[config.mk]
export PLATFORM = sky130hd
export DESIGN_NAME = armish_datapath_mc
export DESIGN_NICKNAME = d
export VERILOG_FILES = /design/src/rtl/armish_datapath_mc.sv
export SDC_FILE = /design/constraint.sdc
export NUM_CORES = 1
export LEC_CHECK = 0
export CAP_MARGIN = 0
export CORE_AREA = 2 2 137 166
export CTS_BUF_LIST = sky130_fd_sc_hd__clkbuf_8
export CTS_CLUSTER_SIZE = 25
export DETAILED_ROUTE_END_ITERATION = 10
export DIE_AREA = 0 0 139 168
export DONT_BUFFER_PORTS = 1
export PLACE_DENSITY = 0.74
export SLEW_MARGIN = 25
export SYNTH_ARGS = -nofsm -noshare
export SYNTH_HDL_FRONTEND = slang
export SYNTH_SLANG_ARGS = --single-unit
[constraint.sdc]
create_clock -name clk -period 11.3 [get_ports clk]
set_clock_uncertainty 0.05 [all_clocks]
set_input_delay 1.695 -clock clk [delete_from_list [all_inputs] [get_ports clk]]
set_output_delay 1.695 -clock clk [all_outputs]
set_load 0.05 [all_outputs]
[src/rtl/armish_datapath_mc.sv]
// Multi-cycle ARMish datapath: register file, signed barrel shifter on Rm, ALU with NZCV flags and conditional execution.
// Define ARMISH_MUL_EN to build the iterative radix-2 multiplier; without it op 8 behaves as a NOP.
module armish_datapath_mc #(
    parameter int WIDTH = 16,
    parameter int NREGS = 8
) (
    input  logic                          clk,
    input  logic                          reset,
    input  logic                          valid,
    output logic                          ready,
    input  logic [3:0]                    op,
    input  logic [3:0]                    cond,
    input  logic                          set_flags,
    input  logic signed [$clog2(WIDTH):0] sh,
    input  logic [$clog2(NREGS)-1:0]      d,
    input  logic [$clog2(NREGS)-1:0]      n,
    input  logic [$clog2(NREGS)-1:0]      m,
    input  logic [WIDTH-1:0]              imm,
    output logic [WIDTH-1:0]              out,
    output logic                          wb,
    output logic [3:0]                    nzcv,
    output logic                          busy
);

    localparam int SEL_W = $clog2(NREGS);
    localparam int SH_W  = $clog2(WIDTH) + 1;
    localparam int SHM_W = SH_W + 1;
    localparam logic [SHM_W-1:0] WIDTH_SH = SHM_W'(WIDTH);

    localparam logic [3:0] OP_ADD   = 4'd0;
    localparam logic [3:0] OP_SUB   = 4'd1;
    localparam logic [3:0] OP_ORR   = 4'd2;
    localparam logic [3:0] OP_AND   = 4'd3;
    localparam logic [3:0] OP_EOR   = 4'd4;
    localparam logic [3:0] OP_B_NEG = 4'd5;
    localparam logic [3:0] OP_B_INV = 4'd6;
    localparam logic [3:0] OP_B_PAS = 4'd7;
    localparam logic [3:0] OP_MUL   = 4'd8;
    localparam logic [3:0] OP_MOVI  = 4'd9;

    function automatic logic cond_pass(input logic [3:0] c, input logic [3:0] f);
        logic fn, fz, fc, fv;
        logic r;
        {fn, fz, fc, fv} = f;
        case (c)
            4'd0:    r = fz;
            4'd1:    r = ~fz;
            4'd2:    r = fc;
            4'd3:    r = ~fc;
            4'd4:    r = fn;
            4'd5:    r = ~fn;
            4'd6:    r = fv;
            4'd7:    r = ~fv;
            4'd8:    r = fc & ~fz;
            4'd9:    r = ~fc | fz;
            4'd10:   r = (fn == fv);
            4'd11:   r = (fn != fv);
            4'd12:   r = ~fz & (fn == fv);
            4'd13:   r = fz | (fn != fv);
            4'd14:   r = 1'b1;
            default: r = 1'b0;
        endcase
        return r;
    endfunction

    logic [WIDTH-1:0] regs_q [NREGS];
    logic [WIDTH-1:0] regs_d [NREGS];
    logic [WIDTH-1:0] out_q, out_d;
    logic             wb_q, wb_d;
    logic [3:0]       nzcv_q, nzcv_d;

    logic [WIDTH-1:0] a_s, rm_s, b_s;
    logic [SHM_W-1:0] sh_ext_s, sh_mag_s;
    logic [WIDTH-1:0] add_a_s, add_b_s;
    logic             add_cin_s, add_v_s;
    logic [WIDTH:0]   sum_s;
    logic [WIDTH-1:0] alu_res_s;
    logic             alu_wr_s, alu_c_s, alu_v_s;
    logic             ready_s, busy_s, issue_s, pass_s;
    logic [SEL_W-1:0] wr_sel_s;

    assign a_s     = regs_q[n];
    assign rm_s    = regs_q[m];
    assign issue_s = valid && ready_s;
    assign pass_s  = cond_pass(cond, nzcv_q);

    // Barrel shifter: positive sh shifts left, negative sh is an arithmetic right shift
    always_comb begin
        sh_ext_s = {sh[SH_W-1], sh};
        sh_mag_s = sh_ext_s;
        b_s      = '0;
        if (sh[SH_W-1]) begin
            sh_mag_s = ~sh_ext_s + {{(SHM_W-1){1'b0}}, 1'b1};
            if (sh_mag_s >= WIDTH_SH) begin
                b_s = {WIDTH{rm_s[WIDTH-1]}};
            end else begin
                b_s = $signed(rm_s) >>> sh_mag_s;
            end
        end else begin
            if (sh_mag_s >= WIDTH_SH) begin
                b_s = '0;
            end else begin
                b_s = rm_s << sh_mag_s;
            end
        end
    end

    // Shared adder operand select; B_NEG is computed as 0 + ~B + 1
    always_comb begin
        add_a_s   = a_s;
        add_b_s   = b_s;
        add_cin_s = 1'b0;
        case (op)
            OP_SUB: begin
                add_b_s   = ~b_s;
                add_cin_s = 1'b1;
            end
            OP_B_NEG: begin
                add_a_s   = '0;
                add_b_s   = ~b_s;
                add_cin_s = 1'b1;
            end
            default: begin
                add_a_s   = a_s;
                add_b_s   = b_s;
                add_cin_s = 1'b0;
            end
        endcase
    end

    assign sum_s   = {1'b0, add_a_s} + {1'b0, add_b_s} + {{WIDTH{1'b0}}, add_cin_s};
    assign add_v_s = (add_a_s[WIDTH-1] == add_b_s[WIDTH-1]) && (sum_s[WIDTH-1] != add_a_s[WIDTH-1]);

`ifdef ARMISH_MUL_EN
    logic mul_start_s;
`endif

    // ALU result, write enable and the C/V values each op produces
    always_comb begin
        alu_res_s = '0;
        alu_wr_s  = 1'b0;
        alu_c_s   = nzcv_q[1];
        alu_v_s   = nzcv_q[0];
`ifdef ARMISH_MUL_EN
        mul_start_s = 1'b0;
`endif
        case (op)
            OP_ADD, OP_SUB: begin
                alu_res_s = sum_s[WIDTH-1:0];
                alu_wr_s  = 1'b1;
                alu_c_s   = sum_s[WIDTH];
                alu_v_s   = add_v_s;
            end
            OP_B_NEG: begin
                alu_res_s = sum_s[WIDTH-1:0];
                alu_wr_s  = 1'b1;
                alu_c_s   = sum_s[WIDTH];
            end
            OP_ORR:   begin alu_res_s = a_s | b_s; alu_wr_s = 1'b1; end
            OP_AND:   begin alu_res_s = a_s & b_s; alu_wr_s = 1'b1; end
            OP_EOR:   begin alu_res_s = a_s ^ b_s; alu_wr_s = 1'b1; end
            OP_B_INV: begin alu_res_s = ~b_s;      alu_wr_s = 1'b1; end
            OP_B_PAS: begin alu_res_s = b_s;       alu_wr_s = 1'b1; end
            OP_MOVI:  begin alu_res_s = imm;       alu_wr_s = 1'b1; end
            OP_MUL: begin
`ifdef ARMISH_MUL_EN
                mul_start_s = 1'b1;
`else
                alu_wr_s = 1'b0;
`endif
            end
            default: alu_wr_s = 1'b0;
        endcase
    end

`ifdef ARMISH_MUL_EN
    localparam int CNT_W = $clog2(WIDTH + 1);
    localparam logic [CNT_W-1:0] CNT_INIT = CNT_W'(WIDTH);
    localparam logic [CNT_W-1:0] CNT_ONE  = {{(CNT_W-1){1'b0}}, 1'b1};

    typedef enum logic [0:0] {S_IDLE = 1'b0, S_MUL = 1'b1} state_t;

    state_t           state_q, state_d;
    logic [WIDTH-1:0] acc_q, acc_d, mcand_q, mcand_d, mplier_q, mplier_d;
    logic [CNT_W-1:0] cnt_q, cnt_d;
    logic [SEL_W-1:0] md_q, md_d;
    logic             mflags_q, mflags_d;
    logic             mul_go_s, mul_done_s;
    logic [WIDTH-1:0] mul_res_s;

    assign mul_go_s   = issue_s && pass_s && mul_start_s;
    assign mul_done_s = (state_q == S_MUL) && (cnt_q == CNT_ONE);
    assign mul_res_s  = acc_q + (mplier_q[0] ? mcand_q : {WIDTH{1'b0}});

    // FSM state register
    always_ff @(posedge clk) begin
        if (reset) begin
            state_q <= S_IDLE;
        end else begin
            state_q <= state_d;
        end
    end

    // FSM next state: the last step lands when the counter reads 1
    always_comb begin
        state_d = state_q;
        case (state_q)
            S_IDLE:  state_d = mul_go_s   ? S_MUL  : S_IDLE;
            S_MUL:   state_d = mul_done_s ? S_IDLE : S_MUL;
            default: state_d = S_IDLE;
        endcase
    end

    // FSM outputs
    always_comb begin
        if (state_q == S_MUL) begin
            ready_s = 1'b0;
            busy_s  = 1'b1;
        end else begin
            ready_s = 1'b1;
            busy_s  = 1'b0;
        end
    end

    // Multiplier operand latch and shift-and-add step
    always_comb begin
        acc_d    = acc_q;
        mcand_d  = mcand_q;
        mplier_d = mplier_q;
        cnt_d    = cnt_q;
        md_d     = md_q;
        mflags_d = mflags_q;
        if (state_q == S_MUL) begin
            acc_d    = mul_res_s;
            mcand_d  = mcand_q << 1;
            mplier_d = mplier_q >> 1;
            cnt_d    = cnt_q - CNT_ONE;
        end else if (mul_go_s) begin
            acc_d    = '0;
            mcand_d  = a_s;
            mplier_d = b_s;
            cnt_d    = CNT_INIT;
            md_d     = d;
            mflags_d = set_flags;
        end else begin
            acc_d = acc_q;
        end
    end

    // Multiplier datapath registers
    always_ff @(posedge clk) begin
        if (reset) begin
            acc_q    <= '0;
            mcand_q  <= '0;
            mplier_q <= '0;
            cnt_q    <= '0;
            md_q     <= '0;
            mflags_q <= 1'b0;
        end else begin
            acc_q    <= acc_d;
            mcand_q  <= mcand_d;
            mplier_q <= mplier_d;
            cnt_q    <= cnt_d;
            md_q     <= md_d;
            mflags_q <= mflags_d;
        end
    end
`else
    assign ready_s = 1'b1;
    assign busy_s  = 1'b0;
`endif

    // Writeback: a passing single-cycle op, or the multiplier finishing
    always_comb begin
        regs_d   = regs_q;
        out_d    = out_q;
        wb_d     = 1'b0;
        nzcv_d   = nzcv_q;
        wr_sel_s = d;
        if (issue_s && pass_s && alu_wr_s) begin
            regs_d[wr_sel_s] = alu_res_s;
            out_d            = alu_res_s;
            wb_d             = 1'b1;
            if (set_flags) begin
                nzcv_d = {alu_res_s[WIDTH-1], (alu_res_s == '0), alu_c_s, alu_v_s};
            end else begin
                nzcv_d = nzcv_q;
            end
        end
`ifdef ARMISH_MUL_EN
        else if (mul_done_s) begin
            wr_sel_s         = md_q;
            regs_d[wr_sel_s] = mul_res_s;
            out_d            = mul_res_s;
            wb_d             = 1'b1;
            if (mflags_q) begin
                nzcv_d = {mul_res_s[WIDTH-1], (mul_res_s == '0), nzcv_q[1:0]};
            end else begin
                nzcv_d = nzcv_q;
            end
        end
`endif
        else begin
            wb_d = 1'b0;
        end
    end

    // Architectural state registers
    always_ff @(posedge clk) begin
        if (reset) begin
            regs_q <= '{default: '0};
            out_q  <= '0;
            wb_q   <= 1'b0;
            nzcv_q <= 4'b0000;
        end else begin
            regs_q <= regs_d;
            out_q  <= out_d;
            wb_q   <= wb_d;
            nzcv_q <= nzcv_d;
        end
    end

    assign ready = ready_s;
    assign busy  = busy_s;
    assign out   = out_q;
    assign wb    = wb_q;
    assign nzcv  = nzcv_q;

endmodule

# ---- Word level (Yosys, flattened, before mapping)
# Cells that the tools add are included.
dict set report classes {
  addsub 3
  magnitude_cmp 6
  eq_ne 26
  shifts 2
  mux 19
  n_bitwise 16
  n_reduce_logical 14
}
# operator count
set op_table {}
lappend op_table {{16-bit two-way mux} 10}
lappend op_table {{128-bit bitwise mux} 1}
lappend op_table {{16-bit one-hot mux with 7 select lines} 1}
lappend op_table {{16-bit binary-select mux with 3-bit select} 2}
lappend op_table {{16-bit demux with 3-bit select} 1}
lappend op_table {{4-bit by 3-bit equality test with 1-bit output (second input constant)} 8}
lappend op_table {{4-bit equality test (second input constant)} 8}
lappend op_table {{16-bit by 16-bit adder with 17-bit output} 1}
lappend op_table {{17-bit by 1-bit adder with 17-bit output} 1}
lappend op_table {{16-bit AND} 1}
lappend op_table {{4-bit by 2-bit equality test with 1-bit output (second input constant)} 4}
lappend op_table {{16-bit logical NOT} 1}
lappend op_table {{16-bit NOT} 1}
lappend op_table {{16-bit OR} 1}
lappend op_table {{16-bit by 6-bit << shifter with 16-bit output} 1}
lappend op_table {{16-bit by 6-bit >>> shifter with 16-bit output} 1}
lappend op_table {{16-bit XOR} 1}
lappend op_table {{1-bit one-hot mux with 15 select lines} 1}
lappend op_table {{4-bit greater-or-equal comparator (second input constant)} 3}
lappend op_table {{6-bit by 5-bit greater-or-equal comparator with 1-bit output (second input constant)} 2}
lappend op_table {{3-bit NOT with 4-bit output} 3}
lappend op_table {{9-bit OR reduction} 1}
lappend op_table {{4-bit by 1-bit equality test with 1-bit output (second input constant)} 2}
lappend op_table {{4-bit logical NOT} 2}
lappend op_table {{other kinds (14)} 28}
dict set report word_totals {
  ff_bits 149
  inputBits 42
  output_inout_bits 23
  wordCells 99
}

# ---- Depth between registers and ports, before layout
# Gate-level depths: netlist (run 1).
dict set report logic_depth {
  ltp_word 13
  ltp_mapped 28
  depth_no_buf 25
}

# ---- Worst setup path before layout (run 1)
# No wires, ideal clock.
dict set report synth_path {
  path_type {input port to flip-flop}
  from {input port sh[0]}
  to {register nzcv_q[2] (netlist: nzcv[2])}
  setup_time_ns 0.069
  arrival_ns 7.125
  t_required_ns 11.181
  setup_slack_ns 4.056
  cell_stages 25
  path_buffers 2
  path_cell_list {inv_1 > clkbuf_1 > ha_1 > nor2b_1 > or2_2 > clkbuf_1 > nand2_1 > a2bb2oi_1 > a31oi_1 > a211oi_1 > or4_1 > o2bb2ai_1 > xnor2_1 > ha_1 > a31oi_1 > nor2_1 > a211oi_1 > o21ai_0 > a21oi_1 > xnor2_1 > o21ai_0 > a211oi_1 > and3_1 > nand4_1 > o21ai_1}
}
dict set report synth_via {
  elab_chain_cells 11
  word_cells_on_any_way 18
  classes_between {3 x add/sub; 2 x order compare; 2 x shift; 5 x mux; 5 x bitwise; 1 x reduce/logical}
}
# element line_no
set synth_rtl {}
lappend synth_rtl {{start: declaration} 14} ;# input logic signed [$clog2(WIDTH):0] sh,
lappend synth_rtl {{6-bit NOT} 93} ;# sh_mag_s = ~sh_ext_s + {{(SHM_W-1){1'b0}}, 1'b1};
lappend synth_rtl {{6-bit by 1-bit adder with 6-bit output} 93}
lappend synth_rtl {{16-bit by 6-bit >>> shifter with 16-bit output or 6-bit by 5-bit greater-or-equal comparator with 1-bit output (tied branches)} {97, 94}}
lappend synth_rtl {{16-bit two-way mux} 94} ;# if (sh_mag_s >= WIDTH_SH) begin
lappend synth_rtl {{16-bit two-way mux *} 92} ;# if (sh[SH_W-1]) begin
lappend synth_rtl {{16-bit NOT} {115, 120, 162}}
lappend synth_rtl {{16-bit two-way mux} n/a}
lappend synth_rtl {{16-bit by 16-bit adder with 17-bit output} 131} ;# assign sum_s = {1'b0, add_a_s} + {1'b0, add_b_s} + {{WIDTH{1'b0}}, add_cin_s};
lappend synth_rtl {{17-bit by 1-bit adder with 17-bit output} 131}
lappend synth_rtl {{16-bit one-hot mux with 7 select lines *} 147} ;# case (op)
lappend synth_rtl {{16-bit logical NOT *} 285} ;# nzcv_d = {alu_res_s[WIDTH-1], (alu_res_s == '0), alu_c_s, alu_v_s};
lappend synth_rtl {{end signal: assignment} 319} ;# nzcv_q <= nzcv_d;
lappend synth_rtl {{end: declaration} 70} ;# logic [3:0] nzcv_q, nzcv_d;
# Every way passes the cells marked *; elsewhere a longest branch is shown, timed or not.
# A chain may end at the register's enable or synchronous reset.

# ---- Worst setup path after layout (run 1)
dict set report layout_path {
  from {input port m[2]}
  to {register nzcv_q[2] (netlist: nzcv[2])}
}
dict set report layout_via {
  elab_chain_cells 13
  word_cells_on_any_way 18
  classes_between {2 x add/sub; 2 x shift; 8 x mux; 5 x bitwise; 1 x reduce/logical}
}
# element line_no
set layout_rtl {}
lappend layout_rtl {{start: declaration} 17} ;# input logic [$clog2(NREGS)-1:0] m,
lappend layout_rtl {{3-bit NOT with 4-bit output (not written as such) *} 83} ;# assign rm_s = regs_q[m];
lappend layout_rtl {{16-bit binary-select mux with 3-bit select *} 83}
lappend layout_rtl {{16-bit two-way mux (not written as such) * (2 in a row)} 83}
lappend layout_rtl {{16-bit by 6-bit << shifter with 16-bit output or 16-bit by 6-bit >>> shifter with 16-bit output (tied branches)} {103, 97}}
lappend layout_rtl {{16-bit two-way mux (on tied branches)} {100, 94}}
lappend layout_rtl {{16-bit two-way mux *} 92}
lappend layout_rtl {{16-bit NOT} {115, 120, 162}}
lappend layout_rtl {{16-bit two-way mux} n/a}
lappend layout_rtl {{16-bit by 16-bit adder with 17-bit output} 131}
lappend layout_rtl {{17-bit by 1-bit adder with 17-bit output} 131}
lappend layout_rtl {{16-bit one-hot mux with 7 select lines *} 147}
lappend layout_rtl {{16-bit logical NOT *} 285}
# Every way passes the cells marked *; elsewhere a longest branch is shown, timed or not. The select of a mux whose other input is x is not followed.

==> metrics.csv, run 1 <==
stage,metric,value,unit
status,outcome,"complete, no violations",
critical_path,R2R cell count,21,
clock_tree,# clock sinks,149,
critical_path,Worst Path Arrival,8.13,ns
grt,Tot GR Track Use,0.326,
critical_path,CP Cell Sequence,nor2b_1 > a22oi_1 > nand2_1 > nand2_1 > a31oi_1 > a211oi_1 > or4_1 > o2bb2ai_1 > xnor2_1 > ha_1 > a31oi_1 > nor2_1 > a211oi_1 > o21ai_0 > and3b_1 > o31ai_1 > nand3_1 > nor4b_1 > and3_1 > nand4_1 > o21ai_1,
synthesis,"Top FF cell, synth",dfxtp_1,
finish,fillcell total,2009,
clock_tree,Post-CTS Hold Buffers,0,
timing,post-route minimum period,7.79,ns
route,Post-route DRC,0,
route,"antenna viol nets, final",0,
place,post-detail-place hpwl,27700,um
timing,Worst slew margin,0.335,
synthesis,syn avg cell area,8.58,sq um
clock_tree,htree depth,4,
finish,Final Non-Filler Cells,1590,
route,total wire length,38900,um
clock_tree,Worst-path clk slew,0.10,ns
worst_hold_path,HP Start,regs_q[126],
route,DR iter-0 viols,1171,
timing,"Hold Vio Cnt, Final",0,
critical_path,worst r2r dst,nzcv[2],
critical_path,worst r2r src,regs_q[2],
critical_path,crit end category,register,
critical_path,Crit path max-delay family,simple AND/OR/NAND/NOR gates,
clock_tree,Max clock buf depth,2,
route,First-pass DRT Iterations,6,
power,Power Dens Cells,106,nW/um^2
clock_tree,Resized Gates After CTS,0,
worst_hold_path,Worst Hold Class,register to register,
timing,setup TNS,0,ns
timing,Slew Limit Fails,0,
place,# port buffers,0,
synthesis,"top cells by count, synth","nor2_1, dfxtp_1, a211oi_1",
critical_path,Critical Path RT,11.64,ns
die,starting density of the core,0.537,
synthesis,sequential area share after synthesis,0.253,
clock_tree,Num CTS Buffers,17,
synthesis,ys async rst share,0,
die,total core area,21900,sq um
timing,Worst Tran Pin Value,0.972,ns
synthesis,Synth top area share,0.253,
grt,largest net degree at the start of global routing,153,
die,top-level I/O count,65,
worst_hold_path,Hold Path Sink,regs_q[126],
power,Worst IR Drop VDD,0.102,mV
clock_tree,clock tree from TritonCTS,done,
die,# rows,60,
run,Max Cap Viol,0,
synthesis,yosys warns,0,
synthesis,most numerous cell in the Yosys netlist,nor2_1,
timing,RSZ-0062 raised after global routing,false,
synthesis,"EDFF count, synth",0,
synthesis,synth top area cells,"dfxtp_1, mux2i_1, mux4_2",
timing,max frequency,128,MHz
place,RD Place Congestion,1.01,
route,vias per cell,6.80,
route,wire per inst,24.5,um
grt,initial antenna violation count,1,
power,Leak,4.48,nW
die,chip height,168,um
worst_hold_path,Min-Delay Path Depth,2,
clock_tree,Skew-Pair Late Insertion Delay,0.45,ns
synthesis,synthesized cell area,11800,sq um
route,routed via count,10818,
critical_path,WS Path Type,input port to register,
finish,Area Growth Syn to Fin,3.86,%
clock_tree,postcts setup bufs,0,
grt,first-pass GRT wire length,59900,um
place,placed insts,1558,
critical_path,reg2reg setup slack,4.81,ns
clock_tree,CTS root buf,clkbuf_8,
finish,diode count,0,
finish,layout cells sized above 1,0.129,
timing,period utilisation layout,0.689,
die,total die area,23400,sq um
synthesis,cells after synthesis,1373,
critical_path,Slowest Stage Delay on Critical Path,0.69,ns
critical_path,Startpoint Class,input port,
synthesis,syn_nets,1468,
grt,vias in the first global route,10262,
finish,Nets,1393,
synthesis,Synth cell types,91,
synthesis,Synth area leader,dfxtp_1,
timing,# setup viols final,0,
critical_path,CP bufs+invs,0,
synthesis,Synth Register Bits,149,
grt,gr ovfl total,0,
critical_path,slowest CP cell,nor2b_1,
critical_path,CP max FO,15,
die,Die X,139,um
==> layout make-up <==
cell class | count | area, sq um | share of cell area
repair buffers | 21 | 158 | 0.0129
inverters | 45 | 169 | 0.0138
flip-flops and latches | 149 | 2980 | 0.244
well taps | 279 | 349 | 0.0285
multi-input cells | 1064 | 8170 | 0.668
clock buffers | 20 | 275 | 0.0225
clock inverters | 12 | 120 | 0.00982
==> registers in the layout, indices dropped and copies added, names as in the netlist <==
signal  cells
nzcv        4
wb          1
out        16
regs_q    128
==> cell families after synthesis <==
family | share of synthesized area
AOI/OAI and AO/OA | 0.256
xor gates and xnor gates | 0.0216
adders and majority gates | 0.0570
buffers and inverters | 0.0579
DFF | 0.253
muxes | 0.184
other | 0.000638
and+or+nand+nor | 0.169
==> worst max path at each step <==
stage	end	slack, ns	cells past startpoint	startpoint
floorplan	nzcv[2]	4.06	25	sh[0]
global placement	nzcv[2]	3.39	21	m[1]
detailed placement	nzcv[2]	3.22	21	m[2]
CTS	nzcv[2]	3.68	21	m[2]
global route	nzcv[2]	3.08	22	sh[0]
finish	nzcv[2]	3.51	21	m[2]
==> per-layer routing <==
layer	track usage	up-vias	share of wire
met5	0	-	0
met4	0.152	0	0.044
met3	0.0546	90	0.068
met2	0.537	467	0.48
met1	0.419	5298	0.41
li1	-	4963	-
==> cell usage in the layout, fill, tap and decap left out, types with 20 or more instances in the layout <==
cell type,count
nand3_1,31
buf_4,21
a22oi_1,32
ha_1,52
a211oi_1,111
nor2_1,213
clkbuf_8,20
a211oi_2,21
nand2_1,75
mux2i_1,109
dfxtp_1,149
o21ai_0,36
mux4_2,44
inv_1,44
a21oi_1,50
==> worst register-to-register path, delay by kind of cell, from the launching register on <==
kind,cells,cell delay [ns]
compound gates,7,2.09
xor+xnor,1,0.14
fa+ha+maj,1,0.36
flops,1,0.33
mux,3,1.13
simple gates,9,2.36
==> power breakdown <==
part           total [mW]  switching [mW]  internal [mW]
clock network       0.411           0.215          0.196
registers           0.558          0.0227          0.536
logic               0.327           0.211          0.116
==> per-stage QoR <==
stage / util / cell area, sq um / power [mW] / hold WS [ns] / worst slack (ns)
finish: 0.558 / 12200 / 1.30 / 0.464 / 3.51
CTS: 0.558 / 12200 / 1.29 / 0.462 / 3.68
global placement: 0.539 / 11800 / 0.885 / 0.438 / 3.39
detailed placement: 0.539 / 11800 / 0.888 / 0.450 / 3.22
global route: 0.558 / 12200 / 1.34 / 0.479 / 3.08
floorplan: - / 11800 / 0.827 / 0.422 / 4.06
No activity file was read; power rests on OpenSTA's default activity.
==> run 2: changes to the inputs <==
Settings changed: PLACE_DENSITY 0.74 to 0.77.
Clock period 11.3 ns to 6.8 ns, I/O delays scaled along.
==> run 2 against run 1 <==
  * Global-route usage is 0.30 points lower
  * Sequential share of layout area fell by 0.41 points
  * Via count rose by 1.2%
  * Sequential power up 66%
  * Final cell count grew 1.6%
  * Sequential cell count did not move
  * Worst setup slack lost 2.8 ns
  * Non-clock buffer count grew 25
  * Largest power group unchanged
==> metrics.csv, run 2 (synthesized netlist as in run 1, its figures left out) <==
stage,metric,value,unit,change
timing,max frequency,163,MHz,
critical_path,Worst Path Arrival,6.48,ns,-1.65 ns
finish,max reg flops,128,,unchanged
finish,fillcell total,2002,,-0.35%
critical_path,reg2reg setup slack,1.06,ns,-3.75 ns
grt,initial antenna violation count,0,,-1
timing,Worst slew margin,0.359,,+0.0244
timing,post-route minimum period,6.13,ns,
timing,"Hold Vio Cnt, Final",0,,unchanged
route,First-pass DRT Iterations,6,,unchanged
place,# port buffers,0,,unchanged
grt,Tot GR Track Use,0.323,,-0.00303
finish,"most common cell after layout, fill and taps aside",nor2_1,,
run,Max Cap Viol,0,,unchanged
critical_path,crit end category,register,,
route,wire per inst,23.9,um,-2.5%
die,# rows,60,,unchanged
clock_tree,postcts setup bufs,0,,unchanged
clock_tree,Resized Gates After CTS,0,,unchanged
worst_hold_path,Hold Path Sink,regs_q[30],,
clock_tree,Worst-path clk slew,0.09,ns,about the same
clock_tree,Max clock buf depth,2,,unchanged
critical_path,worst r2r dst,nzcv[2],,
route,vias per cell,6.78,,-0.32%
finish,Area Growth Syn to Fin,5.63,%,
critical_path,slowest CP cell,nor4_2,,
finish,Storage cell area,2980,sq um,unchanged
route,"antenna viol nets, final",0,,unchanged
route,WL met2,18500,um,-0.15%
route,WL met3,2840,um,+6.4%
power,Leak,4.61,nW,+2.8%
finish,diode count,0,,unchanged
worst_hold_path,HP Start,regs_q[30],,
route,DR iter-0 viols,1382,,+18%
place,placed insts,1583,,+1.6%
clock_tree,htree depth,4,,unchanged
clock_tree,CTS root buf,clkbuf_8,,
place,post-detail-place hpwl,27800,um,+0.37%
grt,vias in the first global route,10385,,+1.2%
die,total die area,23400,sq um,unchanged
critical_path,CP max FO,20,,+5
clock_tree,Num CTS Buffers,17,,unchanged
route,routed via count,10953,,+1.2%
route,top sig layer,met4,,
route,Post-route DRC,0,,unchanged
finish,Nets,1418,,+1.8%
route,total wire length,38500,um,-1.0%
critical_path,Slowest Stage Delay on Critical Path,0.61,ns,-0.08 ns
timing,period utilisation layout,0.902,,
timing,Slew Limit Fails,0,,unchanged
clock_tree,Skew-Pair Late Insertion Delay,0.45,ns,about the same
finish,most frequent cells in the layout,"nor2_1, dfxtp_1, a211oi_1",,
finish,"Most flops, register",regs_q,,
timing,Worst Tran Pin Value,0.953,ns,-0.0194 ns
grt,first-pass GRT wire length,59500,um,-0.81%
power,"Power, Total",2.21,mW,+70%
critical_path,CP Cell Sequence,nor4_2 > nor2_1 > nor2_2 > a22o_1 > o21ai_0 > nor4_1 > a311oi_1 > a22o_1 > xor2_1 > ha_1 > a21oi_1 > o21ai_0 > a31oi_1 > nor2_1 > a211oi_1 > o21ai_0 > and3b_1 > o31ai_1 > nand3_1 > nor4b_1 > and3_1 > nand4_1 > o21ai_1,,
place,RD Place Congestion,1.03,,+1.9%
die,chip height,168,um,unchanged
finish,Final Non-Filler Cells,1615,,+1.6%
timing,RSZ-0062 raised after global routing,false,,
power,Power Dens Cells,177,nW/um^2,+67%
critical_path,Startpoint Class,input port,,
route,M1 WL,15300,um,-3.9%
timing,# setup viols final,0,,unchanged
die,top-level I/O count,65,,unchanged
die,Die X,139,um,unchanged
critical_path,R2R cell count,22,,+4.8%
critical_path,worst r2r src,regs_q[62],,
die,starting density of the core,0.537,,unchanged
die,total core area,21900,sq um,unchanged
worst_hold_path,Worst Hold Class,register to register,,
finish,layout cells sized above 1,0.146,,+0.0170
clock_tree,clock tree from TritonCTS,done,,
grt,gr ovfl total,0,,unchanged
worst_hold_path,Min-Delay Path Depth,2,,unchanged
status,outcome,"complete, no violations",,
critical_path,Critical Path RT,7.15,ns,-4.49 ns
critical_path,WS Path Type,input port to register,,
finish,Multi-input gate area,8170,sq um,about the same
clock_tree,# clock sinks,149,,unchanged
clock_tree,Post-CTS Hold Buffers,0,,unchanged
power,Worst IR Drop VDD,0.168,mV,+65%
grt,largest net degree at the start of global routing,153,,unchanged
critical_path,most frequent CP cell,o21ai_0,,
timing,setup TNS,0,ns,unchanged
## run 2: layout make-up
class / instances / area share
well taps: 279 / 0.0281
flip-flops and latches: 149 / 0.240
repair buffers: 46 / 0.0278
clock inverters: 15 / 0.0152
clock buffers: 17 / 0.0188
inverters: 45 / 0.0136
multi-input cells: 1064 / 0.657
## run 2: how the worst max path moves through the flow
stage               startpoint      end  slack (ns)
global placement         sh[1]  nzcv[2]        0.31
global route              m[0]  nzcv[2]        0.45
CTS                      sh[1]  nzcv[2]        0.85
detailed placement       sh[1]  nzcv[2]        0.37
finish                   sh[1]  nzcv[2]        0.67
floorplan                sh[0]  nzcv[2]        0.23
## run 2: metrics by stage
step | instance area, sq um | utilization | setup slack, ns | hold slack [ns]
floorplan | 11800 | - | 0.231 | 0.422
finish | 12400 | 0.567 | 0.666 | 0.466
global placement | 12000 | 0.548 | 0.312 | 0.441
detailed placement | 12000 | 0.548 | 0.375 | 0.449
CTS | 12400 | 0.567 | 0.846 | 0.460
global route | 12400 | 0.567 | 0.447 | 0.481
## run 2: where the power goes
| group | internal, mW | switching (mW) | leakage [nW] |
|---|---|---|---|
| logic | 0.206 | 0.354 | 3.20 |
| clock network | 0.344 | 0.374 | 0.208 |
| registers | 0.890 | 0.0378 | 1.20 |
## run 2: metal layers
layer	track usage	vias to the layer above
met3	0.0475	107
met4	0.150	0
met1	0.412	5301
met2	0.541	530
met5	0	-
li1	-	5015
## run 2: critical path, delay by kind of cell
kind / cells / cell delay, ns
and+or+nand+nor: 10 / 2.55
AOI/OAI and AO/OA: 11 / 2.36
adders and majority gates: 1 / 0.37
xor gates and xnor gates: 1 / 0.19
